==> config.mk <==
export PLATFORM = sky130hd
export DESIGN_NAME = apb_vgatext_master
export DESIGN_NICKNAME = d
export VERILOG_FILES = /design/src/rtl/vgatext_pkg.sv /design/src/rtl/vgatext_cursor.sv /design/src/rtl/apb_vgatext_master.sv
export SDC_FILE = /design/constraint.sdc
export NUM_CORES = 1
export LEC_CHECK = 0
export ABC_CLOCK_PERIOD_IN_PS = 5600
export CAP_MARGIN = 20
export CORE_ASPECT_RATIO = 0.5
export CORE_MARGIN = 3
export CORE_UTILIZATION = 35
export DETAILED_ROUTE_END_ITERATION = 10
export PLACE_DENSITY = 0.65
export SYNTH_ARGS = -nofsm -noshare
export SYNTH_HDL_FRONTEND = slang
export SYNTH_SLANG_ARGS = --single-unit
export TNS_END_PERCENT = 10
==> constraint.sdc <==
create_clock -name clk_i -period 5.6 [get_ports clk_i]
set_clock_uncertainty 0.05 [all_clocks]
set_input_delay 0.84 -clock clk_i [delete_from_list [all_inputs] [get_ports clk_i]]
set_output_delay 0.84 -clock clk_i [all_outputs]
set_load 0.01 [all_outputs]
==> src/rtl/vgatext_pkg.sv <==
// vgatext_pkg: shared state encoding, character codes and default geometry for the VGA text APB master
package vgatext_pkg;
    typedef enum logic [1:0] {IDLE, SETUP, ACCESS} state_t;
    localparam logic [7:0] CHAR_NEWLINE = 8'h0A;
    localparam logic [7:0] CHAR_SPACE   = 8'h20;
    localparam int DEF_COLS    = 80;
    localparam int DEF_ROWS    = 30;
    localparam int DEF_TIMEOUT = 16;
endpackage

==> src/rtl/vgatext_cursor.sv <==
// vgatext_cursor: column/row text cursor with wrap, newline and origin reset; exposes the linear cell index
//   clk_i, rst_i : clock, asynchronous active-high reset
//   advance_i    : step one cell right, wrapping to next row and back to the top
//   newline_i    : jump to column 0 of the next row (wrapping)
//   origin_i     : return to (0,0); highest priority
//   col_o, row_o : current position
//   idx_o        : row*COLS + col
module vgatext_cursor #(
    parameter int COLS = 80,
    parameter int ROWS = 30
) (
    input  logic                           clk_i,
    input  logic                           rst_i,
    input  logic                           advance_i,
    input  logic                           newline_i,
    input  logic                           origin_i,
    output logic [$clog2(COLS)-1:0]        col_o,
    output logic [$clog2(ROWS)-1:0]        row_o,
    output logic [$clog2(COLS*ROWS)-1:0]   idx_o
);
    localparam int CW = $clog2(COLS);
    localparam int RW = $clog2(ROWS);
    localparam int IW = $clog2(COLS*ROWS);
    logic [RW-1:0] row_next;
    logic          col_last;
    assign row_next = (row_o == RW'(ROWS-1)) ? '0 : row_o + RW'(1);
    assign col_last = col_o == CW'(COLS-1);
    assign idx_o    = IW'(row_o) * IW'(COLS) + IW'(col_o);
    always_ff @(posedge clk_i or posedge rst_i) begin
        if (rst_i) begin
            col_o <= '0;
            row_o <= '0;
        end else if (origin_i) begin
            col_o <= '0;
            row_o <= '0;
        end else if (newline_i || (advance_i && col_last)) begin
            col_o <= '0;
            row_o <= row_next;
        end else if (advance_i) begin
            col_o <= col_o + CW'(1);
        end
    end
endmodule

==> src/rtl/apb_vgatext_master.sv <==
// apb_vgatext_master: APB requester turning a character stream into VGA text-cell writes
//   clk_i, rst_i          : clock, asynchronous active-high reset
//   char_valid_i/char_i   : character stream in; char_ready_o accepts it
//   clear_i, err_clr_i    : full-screen clear request, sticky error clear
//   busy_o, err_o         : activity flag, sticky slave-error/timeout flag
//   cursor_col_o/row_o    : text cursor
//   apb_*                 : APB requester interface (write-only; prdata ignored)
module apb_vgatext_master
    import vgatext_pkg::*;
#(
    parameter int APB_ADDR_WIDTH = 13,
    parameter int APB_DATA_WIDTH = 32,
    parameter int BASE_ADDR      = 0,
    parameter int COLS           = DEF_COLS,
    parameter int ROWS           = DEF_ROWS,
    parameter int TIMEOUT        = DEF_TIMEOUT
) (
    input  logic                       clk_i,
    input  logic                       rst_i,
    input  logic                       char_valid_i,
    input  logic [7:0]                 char_i,
    output logic                       char_ready_o,
    input  logic                       clear_i,
    input  logic                       err_clr_i,
    output logic                       busy_o,
    output logic                       err_o,
    output logic [$clog2(COLS)-1:0]    cursor_col_o,
    output logic [$clog2(ROWS)-1:0]    cursor_row_o,
    output logic [APB_ADDR_WIDTH-1:0]  apb_paddr_o,
    output logic [APB_DATA_WIDTH-1:0]  apb_pwdata_o,
    output logic                       apb_pwrite_o,
    output logic                       apb_psel_o,
    output logic                       apb_penable_o,
    input  logic [APB_DATA_WIDTH-1:0]  apb_prdata_i,
    input  logic                       apb_pready_i,
    input  logic                       apb_pslverr_i
);
    localparam int IW = $clog2(COLS*ROWS);
    localparam int TW = $clog2(TIMEOUT+1);
    if (BASE_ADDR + COLS*ROWS > (1 << APB_ADDR_WIDTH)) begin : g_fit
        $error("apb_vgatext_master: screen does not fit in the APB address space");
    end
    state_t        state;
    logic [TW-1:0] tcnt;
    logic [IW-1:0] idx;
    logic          clear_active, clear_pend;
    logic          start_clr, accept, is_nl, tmo, done, last, err_set;
    logic          unused_prdata;
    assign unused_prdata = ^apb_prdata_i;
    // a fresh clear_i pulse in IDLE starts immediately, same as a pending one
    assign start_clr    = clear_i | clear_pend;
    assign char_ready_o = state == IDLE && !clear_active && !start_clr;
    assign accept       = char_valid_i & char_ready_o;
    assign is_nl        = char_i == CHAR_NEWLINE;
    assign tmo          = tcnt == TW'(TIMEOUT-1);
    assign done         = state == ACCESS && (apb_pready_i || tmo);
    assign last         = idx == IW'(COLS*ROWS-1);
    assign err_set      = done && (apb_pready_i ? apb_pslverr_i : 1'b1);
    assign busy_o       = state != IDLE || clear_active || clear_pend;
    // the cursor doubles as the clear index: reset to origin at clear start,
    // advanced per cell, and it wraps back to (0,0) on the final cell
    vgatext_cursor #(.COLS(COLS), .ROWS(ROWS)) u_cursor (
        .clk_i     (clk_i),
        .rst_i     (rst_i),
        .advance_i (done),
        .newline_i (accept && is_nl),
        .origin_i  (state == IDLE && start_clr),
        .col_o     (cursor_col_o),
        .row_o     (cursor_row_o),
        .idx_o     (idx)
    );
    always_ff @(posedge clk_i or posedge rst_i) begin
        if (rst_i) begin
            state         <= IDLE;
            tcnt          <= '0;
            clear_active  <= 1'b0;
            clear_pend    <= 1'b0;
            err_o         <= 1'b0;
            apb_paddr_o   <= '0;
            apb_pwdata_o  <= '0;
            apb_pwrite_o  <= 1'b0;
            apb_psel_o    <= 1'b0;
            apb_penable_o <= 1'b0;
        end else begin
            err_o <= err_set | (err_o & ~err_clr_i);
            if (clear_i && (state != IDLE || clear_active))
                clear_pend <= 1'b1;
            case (state)
                IDLE: begin
                    if (start_clr) begin
                        clear_active <= 1'b1;
                        clear_pend   <= 1'b0;
                        apb_paddr_o  <= APB_ADDR_WIDTH'(BASE_ADDR);
                        apb_pwdata_o <= APB_DATA_WIDTH'(CHAR_SPACE);
                        apb_psel_o   <= 1'b1;
                        apb_pwrite_o <= 1'b1;
                        state        <= SETUP;
                    end else if (accept && !is_nl) begin
                        apb_paddr_o  <= APB_ADDR_WIDTH'(BASE_ADDR + int'(idx));
                        apb_pwdata_o <= APB_DATA_WIDTH'(char_i);
                        apb_psel_o   <= 1'b1;
                        apb_pwrite_o <= 1'b1;
                        state        <= SETUP;
                    end
                end
                SETUP: begin
                    apb_penable_o <= 1'b1;
                    tcnt          <= '0;
                    state         <= ACCESS;
                end
                ACCESS: begin
                    if (done) begin
                        apb_penable_o <= 1'b0;
                        if (clear_active && !last) begin
                            apb_paddr_o <= apb_paddr_o + APB_ADDR_WIDTH'(1);
                            state       <= SETUP;
                        end else begin
                            apb_psel_o   <= 1'b0;
                            apb_pwrite_o <= 1'b0;
                            clear_active <= 1'b0;
                            state        <= IDLE;
                        end
                    end else begin
                        tcnt <= tcnt + TW'(1);
                    end
                end
                default: state <= IDLE;
            endcase
        end
    end
endmodule
Yosys cells after proc, flatten, opt, wreduce, memory -nomap -nowiden. Cells that the tools add are included.

Flip-flop bits (word level): 69. Input port bits: 47. Output and inout bits: 63. Word-level logic and storage cells: 100.

$add $sub $neg: 5. Multiply operators: 1. Eq/ne operators: 13. Muxes and demuxes: 33. Bitwise logic cells: 5. Reduce and logical (&&, ||, !) cells: 32.

Operators with widths (number): 32-bit two-way mux (2); 13-bit two-way mux (4); 13-bit case mux with 2 select lines (1); 7-bit two-way mux (3); 5-bit two-way mux (4); 13-bit by 1-bit adder with 13-bit output (second input constant) (1); 12-bit by 7-bit adder with 12-bit output (1); 12-bit == test (second input constant) (1); 4-bit AND reduction (3); 1-bit two-way mux (11); 5-bit by 1-bit adder with 5-bit output (second input constant) (2); 1-bit logical AND (10); 5-bit case mux with 2 select lines (1); 2-bit nonzero test (5); 8-bit by 4-bit == test with 1-bit output (second input constant) (1); 5-bit by 3-bit multiplier with 8-bit output (second input constant) (1); 2-bit inequality test (second input constant) (4); 2-bit AND reduction (4); 7-bit by 1-bit adder with 7-bit output (second input constant) (1); 7-bit == test (second input constant) (1); 2-bit two-way mux (3); 1-bit case mux with 2 select lines (3); 2-bit case mux with 3 select lines (1); 5-bit by 4-bit == test with 1-bit output (second input constant) (1); other kinds (12) (20).

Depth between registers and ports, before layout. Gate-level depths: netlist of the first run.

Depth after elaboration: 8. Depth in mapped cells: 12. Mapped depth without buffers: 11.

Hierarchy. Synthesis of the first run repeated with hierarchy kept, for this count alone.

Cell total of the unflattened synthesis: 315. Area, all modules: 2921.6 sq um.

By module, submodules not included: apb_vgatext_master (times used 1, cells an instance 224, area an instance 1986.9 sq um, seq. area each 825.8 sq um); vgatext_cursor (times used 1, cells an instance 91, area an instance 934.6 sq um, seq. area each 300.3 sq um).

Worst setup path before layout of the first run. Ideal clock, no wire load.

Path type: reg-to-reg. Start point: register u_cursor.row_o[1]. End point: register apb_paddr_o[0]. Library setup time: 0.104 ns. Arrival: 2.992 ns. Data required time: 5.446 ns. Setup slack: 2.454 ns. Stages on the path, launching flop included: 11. Path buffers: 0. Period minus slack after synthesis: 3.146 ns. Path through: dfrtp_1 > ha_1 > ha_1 > inv_1 > fa_1 > or4_1 > a21oi_1 > a21oi_1 > nor3_1 > mux2i_1 > a221oi_1.

Cells in the longest elaborated chain, start to end: 7.

Ends and longest elaborated chain: from (decl) (RTL line vgatext_cursor.sv:18) `output logic [$clog2(ROWS)-1:0] row_o,`; from (signal assigned) (RTL line vgatext_cursor.sv:38) `row_o <= row_next;`; 5-bit by 3-bit multiplier with 8-bit output (RTL line vgatext_cursor.sv:28) `assign idx_o = IW'(row_o) * IW'(COLS) + IW'(col_o);`; 12-bit by 7-bit adder with 12-bit output (RTL line vgatext_cursor.sv:28); 12-bit == test (RTL line apb_vgatext_master.sv:57) `assign last = idx == IW'(COLS*ROWS-1);`; 1-bit zero test (RTL line apb_vgatext_master.sv:114) `if (clear_active && !last) begin`; 1-bit logical AND (RTL line apb_vgatext_master.sv:114); 2-bit by 1-bit inequality test with 1-bit output (no source line); 4-bit AND reduction (no source line); to (signal assigned) (RTL line apb_vgatext_master.sv:93) `apb_paddr_o <= APB_ADDR_WIDTH'(BASE_ADDR);`; to (signal assigned) (RTL line apb_vgatext_master.sv:99) `apb_paddr_o <= APB_ADDR_WIDTH'(BASE_ADDR + int'(idx));`; to (signal assigned) (RTL line apb_vgatext_master.sv:115) `apb_paddr_o <= apb_paddr_o + APB_ADDR_WIDTH'(1);`; to (decl) (RTL line apb_vgatext_master.sv:29) `output logic [APB_ADDR_WIDTH-1:0] apb_paddr_o,`.

Every way passes these cells. A chain may end at the register's enable or synchronous reset.

Worst setup path after layout of the first run.
Start point: register u_cursor.row_o[3]. End point: register apb_paddr_o[0].

The elaborated chain is that of the path after synthesis.

==> impl_summary.txt, run 1 <==
----------------------------------------------------
[Outcome]
  Status ... finished, final reports clean

[Die]
  Height of the die ... 71.5 um
  Die Outline Area ... 0.00980 mm2
  Ports ... 110
  Horiz. Die Dim ... 137 um
  Core outline area ... 0.00817 mm2
  Site row count ... 23
  Effective utilization at floorplan ... 36.8%

[STA]
  Upper clock frequency limit ... 280 MHz
  Period Utilization, post-route ... 63.7%
  Total negative setup slack ... 0 ns
  Worst-case setup margin in the final layout ... 2.03 ns
  Post-layout min period ... 3.57 ns
  Pin slew with the least headroom to its limit ... 0.671 ns
  Unrepaired setup endpoints after global routing ... no
  Worst slew margin ... 54.9%
  Max-slew violation count ... 0
  Hold Fails Final Rpt ... 0
  Final setup vio count ... 0

[Detailed routing]
  Post-route antenna net violation count ... 0
  Detailed-router iteration count before antenna repair ... 4
  Met1 layer wirelength in the final routing ... 3.30 mm
  Met2 Routed Length ... 3.10 mm
  Via Count ... 2585
  Routed length per instance ... 13.2 um
  Detailed Route Iter0 Violations ... 118
  Remaining DRCs ... 0
  Post-detailed-routing wire length ... 6.83 mm
  Vias per cell ... 5.01
  Met3 wire len ... 372 um
  Top routing layer used ... met4

[Placed design]
  Pre-CTS worst setup slack ... 2.04 ns
  Number of I/O port buffers ... 53
  Cell area after placement ... 0.00354 mm2
  Final Wtd Congestion ... 0.825
  Detailed-placement wirelength estimate ... 5.04 mm

[Global route]
  Number of antenna violations at the first check in global routing ... 0
  First-pass GRT wire length ... 11.3 mm
  Overall track demand over capacity in global routing ... 14.1%
  Gr ovfl total ... 0
  Number of global-route vias before repair ... 2319
  Pin count of the biggest net entering global routing ... 46

[Clock tree]
  TritonCTS clock tree ... done
  Buffer cell driving the clock tree root ... sky130_fd_sc_hd__clkbuf_16
  CTS sink count ... 45
  Post-CTS setup buffers ... 0
  Hold buffers post-CTS ... 0
  Cts bufs inserted ... 5
  Bufs on Longest Clock Path ... 2
  Clk Latency, worst-skew pair ... 0.28 ns
  Post-cts resize count ... 0
  H-tree depth ... 2
  Clock-pin slew on the worst setup and hold paths ... 0.06 ns

[Finish]
  Cell area after layout ... 0.00373 mm2
  Most frequent cells in the layout ... sky130_fd_sc_hd__clkdlybuf4s50_1 (53), sky130_fd_sc_hd__dfrtp_1 (45), sky130_fd_sc_hd__nand2_1 (35)
  Fin nets ... 467
  Share of post-route cells with drive strength above 1 ... 4.21%
  Growth of design area from synthesis to finish ... 24.1%
  Most common cell after layout, fill and taps aside ... sky130_fd_sc_hd__clkdlybuf4s50_1
  Number of antenna cells inserted ... 0

[Worst hold path]
  Worst hold path startpoint ... apb_pwdata_o[4]
  Worst Hold End ... apb_pwdata_o[4]
  Hold Path Cell Cnt ... 2
  Class of the tightest hold or removal check ... reg -> reg

[Yosys]
  Syn Area/Cell ... 8.51 um2
  Most used flip-flop cell after synthesis ... sky130_fd_sc_hd__dfrtp_1
  Number of enable flip-flop cells after synthesis ... 0
  Post-synthesis cell count ... 353
  Share of flip-flops with an asynchronous set or reset after synthesis ... 100%
  Library cells used by synthesis ... 51
  Flip-flop and latch count after synthesis ... 45
  Sequential cell area fraction in the yosys report ... 37.5%
  Netlist area before placement ... 0.00301 mm2
  Synth warn ... 0

[Worst setup path]
  Sequence of cells on the critical path ... ha_1 > ha_1 > inv_1 > fa_1 > xor2_1 > or4_1 > a21oi_1 > a21oi_1 > nor3_1 > mux2i_1 > a221oi_1
  Critical Path Slowest Stage Cell ... sky130_fd_sc_hd__nor3_1
  Worst reg2reg endpoint ... apb_paddr_o[0]
  R2r worst-path depth ... 11
  Bufs and invs on worst path ... 1
  Critical path data arrival time ... 3.70 ns
  Endpoint kind of the worst setup timing path ... flop
  Kind of cell adding the most delay to the critical path ... simple AND/OR/NAND/NOR gates
  Data required, critical path ... 5.73 ns
  Kind of launch point of the worst setup path ... flop
  Kind of critical path ... reg -> reg
  Crit path largest cell delay ... 0.58 ns
  Beginning of the worst register-to-register path ... u_cursor.row_o[3]
  Register-to-register setup slack ... 2.03 ns
  Max Fanout on Critical Path ... 8

[Pwr]
  Power density of the placed cells ... 399 mW/mm2
  Internal power consumption ... 0.887 mW
  Combinational share of power ... 41.8%
  Register share of total power ... 34.9%
  Power share of the clock group ... 23.3%
  Largest voltage drop on the vdd net ... 0.172 mV
  Static Leak ... 1.58 nW
  Switching portion of total power ... 40.4%
  Net Sw Power ... 0.602 mW

[Run]
  Total of max-cap violations ... 0

----------------------------------------------------
-- per-stage QoR --
step           utilization (%)  instances  total power [mW]  hold slack (ns)
2_1_floorplan                -        376             0.939            0.422
3_3_place_gp              43.3        507              1.14            0.428
3_5_place_dp              43.3        507              1.15            0.442
4_1_cts                   45.4        515              1.50            0.459
5_1_grt                   45.6        516              1.61            0.498
6_report                  45.6        516              1.49            0.456
-- cells by family after synthesis --
family,count (synthesis),synth area share [%]
AOI/OAI and AO/OA,87,18.0
xor gates and xnor gates,13,3.79
adders and majority gates,17,7.58
buffers and inverters,54,10.2
DFF,45,37.5
muxes,4,1.33
other,1,0.125
and+or+nand+nor,132,21.6
-- sequential cells by signal (all words and copies together), names as in the netlist --
| name | count |
|---|---|
| apb_paddr_o | 13 |
| u_cursor.col_o | 7 |
| u_cursor.row_o | 5 |
| err_o | 1 |
| state | 2 |
| apb_psel_o | 1 |
| tcnt | 5 |
| clear_active | 1 |
| apb_pwdata_o | 8 |
| clear_pend | 1 |
| apb_penable_o | 1 |
-- power by group through the flow --
| stage | logic, mW | registers [mW] | clock network [mW] |
|---|---|---|---|
| 6_report | 0.623 | 0.520 | 0.347 |
| 4_1_cts | 0.627 | 0.522 | 0.351 |
| 3_3_place_gp | 0.616 | 0.524 | 0 |
| 5_1_grt | 0.702 | 0.539 | 0.367 |
| 2_1_floorplan | 0.441 | 0.498 | 0 |
| 3_5_place_dp | 0.624 | 0.527 | 0 |
-- worst reg2reg max path, cell delays in order (launching register included) --
cell                       delay, ns
sky130_fd_sc_hd__dfrtp_1        0.48
sky130_fd_sc_hd__ha_1           0.33
sky130_fd_sc_hd__ha_1           0.16
sky130_fd_sc_hd__inv_1          0.05
sky130_fd_sc_hd__fa_1           0.42
sky130_fd_sc_hd__xor2_1         0.21
sky130_fd_sc_hd__or4_1          0.41
sky130_fd_sc_hd__a21oi_1        0.15
sky130_fd_sc_hd__a21oi_1        0.12
sky130_fd_sc_hd__nor3_1         0.58
sky130_fd_sc_hd__mux2i_1        0.17
sky130_fd_sc_hd__a221oi_1       0.32
-- area by class of cell --
| cell class | instances | area [um2] |
|---|---|---|
| inverter | 19 | 71.3 |
| sequential | 45 | 1130 |
| multi-input combinational | 277 | 1660 |
| tap | 112 | 140 |
| clock buffer | 7 | 143 |
| timing repair buffer | 55 | 558 |
| clock inverter | 1 | 30.0 |
| fill | 806 | 4440 |
-- worst max-delay path by stage --
stage	from	to	slack, ns	depth (start not counted)
4_1_cts	u_cursor.row_o[3]	apb_psel_o	2.01	11
5_1_grt	u_cursor.row_o[3]	apb_psel_o	1.77	11
2_1_floorplan	u_cursor.row_o[1]	apb_paddr_o[0]	2.45	10
6_report	u_cursor.row_o[3]	apb_paddr_o[0]	2.03	11
3_5_place_dp	u_cursor.row_o[3]	apb_psel_o	2.04	11
3_3_place_gp	u_cursor.row_o[3]	apb_psel_o	2.10	11
-- synthesized netlist by cell type (5+ instances only) --
cell | count | area, um2
sky130_fd_sc_hd__a21oi_1 | 25 | 125
sky130_fd_sc_hd__and3_1 | 5 | 31.3
sky130_fd_sc_hd__buf_4 | 25 | 188
sky130_fd_sc_hd__clkbuf_1 | 6 | 22.5
sky130_fd_sc_hd__dfrtp_1 | 45 | 1130
sky130_fd_sc_hd__ha_1 | 15 | 188
sky130_fd_sc_hd__inv_1 | 19 | 71.3
sky130_fd_sc_hd__nand2_1 | 35 | 131
sky130_fd_sc_hd__nand3_1 | 22 | 110
sky130_fd_sc_hd__nor2_1 | 33 | 124
sky130_fd_sc_hd__nor2b_1 | 6 | 37.5
sky130_fd_sc_hd__nor3_1 | 6 | 30.0
sky130_fd_sc_hd__o21ai_0 | 22 | 110
sky130_fd_sc_hd__o21ai_1 | 12 | 60.1
sky130_fd_sc_hd__xnor2_1 | 8 | 70.1
sky130_fd_sc_hd__xor2_1 | 5 | 43.8
-- metal layers --
| layer | up-vias | global-route usage, % |
|---|---|---|
| li1 | 1293 | - |
| met1 | 1218 | 19.9 |
| met2 | 69 | 23.0 |
| met3 | 5 | 2.45 |
| met4 | 0 | 3.32 |
| met5 | - | 0 |
Power figures use the tool's default switching activity.
==> run 2: changes to the inputs <==
--- a/config.mk
+++ b/config.mk
@@ -5,13 +5,13 @@
 export SDC_FILE = /design/constraint.sdc
 export NUM_CORES = 1
 export LEC_CHECK = 0
-export ABC_CLOCK_PERIOD_IN_PS = 5600
+export ABC_CLOCK_PERIOD_IN_PS = 2860
 export CAP_MARGIN = 20
 export CORE_ASPECT_RATIO = 0.5
 export CORE_MARGIN = 3
 export CORE_UTILIZATION = 35
 export DETAILED_ROUTE_END_ITERATION = 10
-export PLACE_DENSITY = 0.65
+export PLACE_DENSITY = 0.68
 export SYNTH_ARGS = -nofsm -noshare
 export SYNTH_HDL_FRONTEND = slang
 export SYNTH_SLANG_ARGS = --single-unit
==> constraint.sdc (replaced) <==
create_clock -name clk_i -period 2.86 [get_ports clk_i]
set_clock_uncertainty 0.05 [all_clocks]
set_input_delay 0.429 -clock clk_i [delete_from_list [all_inputs] [get_ports clk_i]]
set_output_delay 0.429 -clock clk_i [all_outputs]
set_load 0.01 [all_outputs]
==> run 2 against run 1 <==
The run now ends with negative setup slack left. Setup slack worse by 2.1 ns. Via count is 5.0% higher. Register-to-register slack worse by 2.1 ns. Worst hold slack worse by 0.033 ns. Critical path depth is 1 lower. Critical endpoint is now apb_psel_o.
==> impl_summary.txt, run 2 (synthesized netlist as in run 1, its figures left out) <==
----------------------------------------------------
[Placed design]
  Final Wtd Congestion ... 0.863 (+4.7%)
  Cell area after placement ... 0.00382 mm2 (+8.0%)
  Number of I/O port buffers ... 53 (unchanged)
  Placed cell count ... 536 (+5.7%)
  Detailed-placement wirelength estimate ... 5.62 mm (+12%)

[Finish]
  Share of post-route cells with drive strength above 1 ... 14.4% (+10 points)
  Cell area after layout ... 0.00401 mm2 (+7.6%)
  Largest register FFs ... 13 (unchanged)
  Most flop-heavy register ... apb_paddr_o
  Fill cells ... 763 (-5.3%)
  Number of cells in the finished layout apart from fillers ... 543 (+5.2%)
  Most frequent cells in the layout ... sky130_fd_sc_hd__clkdlybuf4s50_1 (53), sky130_fd_sc_hd__dfrtp_1 (41), sky130_fd_sc_hd__nand2_1 (35)
  Growth of design area from synthesis to finish ... 33.5%
  Fin nets ... 495 (+6.0%)
  Top flop regs ... apb_paddr_o (13), apb_pwdata_o (8), u_cursor.col_o (7)
  Number of antenna cells inserted ... 0 (unchanged)
  Most common cell after layout, fill and taps aside ... sky130_fd_sc_hd__clkdlybuf4s50_1

[Worst setup path]
  Cell type with the highest occurrence count on the critical path ... sky130_fd_sc_hd__ha_4
  Max Fanout on Critical Path ... 5 (-3)
  Endpoint kind of the worst setup timing path ... flop
  Crit path largest cell delay ... 0.57 ns (about the same)
  Kind of launch point of the worst setup path ... flop
  Register-to-register setup slack ... -0.10 ns (-2.13 ns)
  Data required, critical path ... 2.99 ns (-2.74 ns)
  Bufs and invs on worst path ... 1 (unchanged)
  Critical path data arrival time ... 3.09 ns (-0.61 ns)
  Kind of cell adding the most delay to the critical path ... adder cells
  Kind of critical path ... reg -> reg
  Critical Path Slowest Stage Cell ... sky130_fd_sc_hd__or4_4
  Launch point of the worst path ... u_cursor.row_o[3]
  Beginning of the worst register-to-register path ... u_cursor.row_o[3]
  Sequence of cells on the critical path ... ha_4 > ha_4 > inv_2 > fa_2 > or4_4 > a21oi_4 > a21oi_2 > nor3_4 > o221ai_1 > a21o_1

[Clock tree]
  H-tree depth ... 2 (unchanged)
  Buffer cell driving the clock tree root ... sky130_fd_sc_hd__clkbuf_16
  Bufs on Longest Clock Path ... 2 (unchanged)
  Clock-pin slew on the worst setup and hold paths ... 0.06 ns (about the same)
  Cts bufs inserted ... 5 (unchanged)
  Clk Latency, worst-skew pair ... 0.29 ns (about the same)
  Hold buffers post-CTS ... 0 (unchanged)
  Post-CTS setup buffers ... 0 (unchanged)
  CTS sink count ... 45 (unchanged)
  TritonCTS clock tree ... done

[Detailed routing]
  Detailed Route Iter0 Violations ... 170 (+44%)
  Remaining DRCs ... 0 (unchanged)
  Post-route antenna net violation count ... 0 (unchanged)
  Detailed-router iteration count before antenna repair ... 5 (+1)
  Vias per cell ... 5.00 (-0.19%)
  Post-detailed-routing wire length ... 7.52 mm (+10%)
  Via Count ... 2715 (+5.0%)
  Routed length per instance ... 13.9 um (+4.7%)

[Pwr]
  Power density of the placed cells ... 784 mW/mm2 (+96%)
  Static Leak ... 1.73 nW (+9.9%)
  Largest voltage drop on the vdd net ... 0.481 mV (+180%)

[Global route]
  Most Used Layer, Global Route ... met2
  Overall track demand over capacity in global routing ... 16.2% (+2.1 points)
  Gr ovfl total ... 0 (unchanged)
  GR met3 Demand/Resource ... 3.30% (+0.84 points)
  Met2 track demand over resource ... 26.7% (+3.7 points)
  Number of antenna violations at the first check in global routing ... 0 (unchanged)
  Pin count of the biggest net entering global routing ... 23 (-50%)
  Number of global-route vias before repair ... 2644 (+14%)
  Met1 Track Usage GR ... 22.8% (+3.0 points)
  First-pass GRT wire length ... 12.8 mm (+14%)

[STA]
  Final setup vio count ... 10 (+10)
  Upper clock frequency limit ... 338 MHz (+21%)
  Unrepaired setup endpoints after global routing ... yes
  Pin slew with the least headroom to its limit ... 0.577 ns (-0.0945 ns)
  Worst-case setup margin in the final layout ... -0.101 ns (-2.13 ns)
  Worst hold-check slack ... 0.423 ns (-0.0326 ns)
  Hold Fails Final Rpt ... 0 (unchanged)
  Worst slew margin ... 61.4% (+6.5 points)
  Max-slew violation count ... 0 (unchanged)
  Period Utilization, post-route ... 104% (+40 points)
  Post-layout min period ... 2.96 ns (-0.608 ns)

[Die]
  Effective utilization at floorplan ... 36.8% (unchanged)
  Horiz. Die Dim ... 137 um (unchanged)
  Height of the die ... 71.5 um (unchanged)
  Die Outline Area ... 0.00980 mm2 (unchanged)
  Core outline area ... 0.00817 mm2 (unchanged)
  Ports ... 110 (unchanged)
  Site row count ... 23 (unchanged)

[Worst hold path]
  Class of the tightest hold or removal check ... in -> async

[Outcome]
  Status ... finished, violations left
  Violations in the final reports ... negative setup slack

[Run]
  Total of max-cap violations ... 0 (unchanged)

----------------------------------------------------
==> run 2: changes by cell type in the layout (fill, tap and decap cells not counted), moves of 2 or more <==
cell and change:
sky130_fd_sc_hd__a21oi_1 -4, sky130_fd_sc_hd__a21oi_2 +3, sky130_fd_sc_hd__buf_4 +28, sky130_fd_sc_hd__dfrtp_1 -4, sky130_fd_sc_hd__dfrtp_2 +4, sky130_fd_sc_hd__ha_1 -2, sky130_fd_sc_hd__ha_4 +2, sky130_fd_sc_hd__xnor2_1 -2
sky130_fd_sc_hd__xnor2_2 +2
==> run 2: routing by layer <==
layer  part of all wire (%)  wire length, um
met5                      0                0
met4                   0.62               47
met3                    6.2              464
met2                     45             3350
met1                     49             3660
==> run 2: path summary, 6_finish.rpt <==
| path | to | cells past startpoint |
|---|---|---|
| min | clear_pend | 2 |
| min reg2reg | apb_pwdata_o[4] | 2 |
| max in group asynchronous | u_cursor.row_o[1] | 3 |
| max reg2reg | apb_psel_o | 10 |
| max | apb_psel_o | 10 |
| min in group clk_i | apb_pwdata_o[4] | 2 |
==> run 2: area by class of cell <==
cell class	instances	area (um2)	share of cell area (%)
clock buffers	7	143	3.55
inverters	19	71.3	1.78
multi-input cells	277	1760	43.8
flip-flops and latches	45	1130	28.2
well taps	112	140	3.49
repair buffers	83	768	19.1
==> run 2: power breakdown <==
group          internal, mW  switching, mW  leakage [nW]  total, mW
Combinational         0.753          0.892          1.08       1.65
Clock                 0.344          0.236        0.0700      0.580
Sequential            0.779          0.141         0.585      0.920
==> run 2: what timing repair did <==
item,in CTS,in global routing
gates resized for setup,8,1
endpoints found under the setup margin,15,15
hold endpoints to repair,0,0
pin swaps,1,2
==> run 2: worst reg2reg max path: cells and delay by family, from the launching register on <==
| kind | cells | cell delay (ns) |
|---|---|---|
| fa+ha+maj | 3 | 0.85 |
| simple gates | 2 | 0.82 |
| compound gates | 4 | 0.65 |
| flops | 1 | 0.42 |
| buf+inv | 1 | 0.05 |
==> run 2: through the flow <==
step           setup slack [ns]  TNS [ns]  power (mW)  utilization, %
6_report                 -0.101    -0.499        3.15            49.1
5_1_grt                  -0.237     -2.06        3.40            49.1
4_1_cts                  -0.104    -0.608        3.16            49.1
3_5_place_dp             -0.169    -0.875        2.54            46.7
3_3_place_gp             -0.143    -0.372        2.52            46.7
2_1_floorplan          -0.00275  -0.00275        1.91               -
==> run 3: changes to the inputs <==
--- a/config.mk
+++ b/config.mk
@@ -11,7 +11,7 @@
 export CORE_MARGIN = 3
 export CORE_UTILIZATION = 35
 export DETAILED_ROUTE_END_ITERATION = 10
-export PLACE_DENSITY = 0.68
+export DONT_BUFFER_PORTS = 1
 export SYNTH_ARGS = -nofsm -noshare
 export SYNTH_HDL_FRONTEND = slang
 export SYNTH_SLANG_ARGS = --single-unit
==> run 3 against run 2 <==
The run still ends with negative setup slack left. Highest routed layer unchanged. Setup slack improved by 0.029 ns. Sequential power increased by 4.7%. Fmax grew 1.0%. Routed wire length down 5.0%. Critical endpoint unchanged. Critical path depth stayed put. Utilization is 6.8 points lower. Final cell count fell by 9.4%. Sequential cell count is the same. Combinational power down 16%.
==> impl_summary.txt, run 3 (synthesized netlist as in run 1, its figures left out) <==
----------------------------------------------------
[Worst setup path]
  Max Fanout on Critical Path ... 5 (unchanged)
  Crit path largest cell delay ... 0.54 ns (-0.03 ns)
  Data required, critical path ... 2.99 ns (about the same)
  Kind of launch point of the worst setup path ... flop
  Critical Path Slowest Stage Cell ... sky130_fd_sc_hd__or4_1
  Critical path data arrival time ... 3.07 ns (-0.02 ns)
  Endpoint kind of the worst setup timing path ... flop
  Kind of critical path ... reg -> reg
  Sequence of cells on the critical path ... ha_4 > ha_4 > inv_2 > fa_2 > or4_1 > a21oi_2 > a21oi_2 > nor3_4 > o221ai_2 > a21o_1
  Bufs and invs on worst path ... 1 (unchanged)
  Kind of cell adding the most delay to the critical path ... adder cells

[STA]
  Unrepaired setup endpoints after global routing ... yes
  Period Utilization, post-route ... 102% (-1.0 points)
  Worst hold-check slack ... 0.0803 ns (-0.343 ns)
  Worst-case setup margin in the final layout ... -0.0715 ns (+0.0292 ns)
  Max-slew violation count ... 0 (unchanged)
  Post-layout min period ... 2.93 ns (-0.0292 ns)
  Upper clock frequency limit ... 341 MHz (+1.0%)
  Pin slew with the least headroom to its limit ... 0.712 ns (+0.136 ns)
  Final setup vio count ... 4 (-6)
  Worst slew margin ... 52.4% (-9.0 points)
  Hold Fails Final Rpt ... 0 (unchanged)

[Die]
  Horiz. Die Dim ... 137 um (unchanged)
  Die Outline Area ... 0.00980 mm2 (unchanged)
  Effective utilization at floorplan ... 36.8% (unchanged)
  Height of the die ... 71.5 um (unchanged)
  Core outline area ... 0.00817 mm2 (unchanged)
  Ports ... 110 (unchanged)
  Site row count ... 23 (unchanged)

[Global route]
  Number of global-route vias before repair ... 2348 (-11%)
  First-pass GRT wire length ... 12.0 mm (-6.3%)
  Pin count of the biggest net entering global routing ... 33 (+43%)
  Gr ovfl total ... 0 (unchanged)
  Overall track demand over capacity in global routing ... 15.4% (-0.75 points)
  Number of antenna violations at the first check in global routing ... 0 (unchanged)

[Detailed routing]
  Vias per cell ... 5.10 (+2.0%)
  Remaining DRCs ... 0 (unchanged)
  Detailed-router iteration count before antenna repair ... 6 (+1)
  Post-route antenna net violation count ... 0 (unchanged)
  Via Count ... 2508 (-7.6%)
  Post-detailed-routing wire length ... 7.15 mm (-5.0%)
  Routed length per instance ... 14.5 um (+4.9%)
  Detailed Route Iter0 Violations ... 193 (+14%)

[Finish]
  Number of cells in the finished layout apart from fillers ... 492 (-9.4%)
  Cell area after layout ... 0.00346 mm2 (-14%)
  Most frequent cells in the layout ... sky130_fd_sc_hd__dfrtp_1 (41), sky130_fd_sc_hd__nand2_1 (35), sky130_fd_sc_hd__nor2_1 (33)
  Fin nets ... 443 (-11%)
  Share of post-route cells with drive strength above 1 ... 15.3% (+0.88 points)
  Number of antenna cells inserted ... 0 (unchanged)
  Largest register FFs ... 13 (unchanged)
  Top flop regs ... apb_paddr_o (13), apb_pwdata_o (8), u_cursor.col_o (7)
  Most common cell after layout, fill and taps aside ... sky130_fd_sc_hd__dfrtp_1
  Most flop-heavy register ... apb_paddr_o
  Growth of design area from synthesis to finish ... 15.0%

[Clock tree]
  Cts bufs inserted ... 5 (unchanged)
  Bufs on Longest Clock Path ... 2 (unchanged)
  TritonCTS clock tree ... done
  Clock-pin slew on the worst setup and hold paths ... 0.06 ns (about the same)
  CTS sink count ... 45 (unchanged)
  Post-CTS setup buffers ... 0 (unchanged)
  Buffer cell driving the clock tree root ... sky130_fd_sc_hd__clkbuf_16
  Hold buffers post-CTS ... 0 (unchanged)
  Clk Latency, worst-skew pair ... 0.29 ns (about the same)
  H-tree depth ... 2 (unchanged)

[Pwr]
  Power density of the placed cells ... 844 mW/mm2 (+7.6%)
  Combinational share of power ... 47.4% (-4.9 points)
  Register share of total power ... 33.1% (+3.8 points)
  Internal power consumption ... 1.67 mW (-11%)
  Overall power consumption ... 2.91 mW (-7.3%)
  Switching portion of total power ... 42.7% (+2.4 points)
  Power share of the clock group ... 19.5% (+1.1 points)
  Static Leak ... 1.52 nW (-12%)
  Net Sw Power ... 1.25 mW (-1.9%)
  Largest voltage drop on the vdd net ... 0.253 mV (-47%)

[Placed design]
  Detailed-placement wirelength estimate ... 5.39 mm (-4.2%)
  Final Wtd Congestion ... 0.795 (-7.9%)
  Cell area after placement ... 0.00330 mm2 (-14%)
  Number of I/O port buffers ... 0 (-100%)
  Placed cell count ... 484 (-9.7%)

[Run]
  Total of max-cap violations ... 0 (unchanged)

[Worst hold path]
  Class of the tightest hold or removal check ... in -> async

[Outcome]
  Status ... finished, violations left
  Violations in the final reports ... negative setup slack

----------------------------------------------------
[run 3: changes by cell type in the layout (fill, tap and decap cells not counted), moves of 2 or more]
cell | previous run | this run
sky130_fd_sc_hd__xnor2_1 | 6 | 8
sky130_fd_sc_hd__xnor2_2 | 2 | 0
sky130_fd_sc_hd__a21oi_1 | 21 | 23
sky130_fd_sc_hd__clkdlybuf4s50_1 | 53 | 0
sky130_fd_sc_hd__clkbuf_1 | 1 | 3
[run 3: routing by layer]
layer,share of wire [%],global-route usage (%),wire [um],vias up
li1,-,-,-,1249
met1,48,21.7,3430,1185
met2,45,24.1,3250,66
met3,5.4,3.23,387,8
met4,1.2,4.65,85,0
met5,0,0,0,-
[run 3: cell type report]
type	instances	area, um2
fillers	851	4720
multi-input cells	277	1730
flip-flops and latches	45	1130
repair buffers	31	245
well taps	112	140
clock buffers	8	136
inverters	19	71.3
[run 3: metrics by stage]
stage	setup TNS (ns)	util [%]	worst slack (ns)
finish	-0.222	42.3	-0.0715
global route	-1.76	42.3	-0.207
CTS	-0.196	42.2	-0.0556
detailed placement	-0.420	40.3	-0.157
global placement	-0.382	40.3	-0.149
floorplan	-0.00275	-	-0.00275
[run 3: timing repair]
item,in CTS,in global routing
pin swaps,0,1
gates cloned,0,0
gates resized for setup,3,2
setup endpoints to repair,10,14
[run 3: power by group through the flow]
stage / registers (mW) / logic (mW) / clock network, mW
2_1_floorplan: 0.986 / 0.926 / 0
3_3_place_gp: 0.977 / 1.35 / 0
3_5_place_dp: 0.978 / 1.36 / 0
4_1_cts: 0.967 / 1.38 / 0.588
5_1_grt: 0.985 / 1.57 / 0.619
6_report: 0.963 / 1.38 / 0.569
[run 3: final timing paths]
path | startpoint | endpoint | slack (ns) | cells past startpoint
setup / recovery | u_cursor.row_o[3] | apb_psel_o | -0.07 | 10
hold / removal | rst_i | tcnt[2] | 0.08 | 1
setup reg to reg | u_cursor.row_o[3] | apb_psel_o | -0.07 | 10
hold reg to reg | tcnt[4] | tcnt[4] | 0.49 | 2
max in group asynchronous | rst_i | apb_paddr_o[8] | 1.99 | 2
min in group clk_i | char_i[7] | apb_pwdata_o[7] | 0.19 | 2
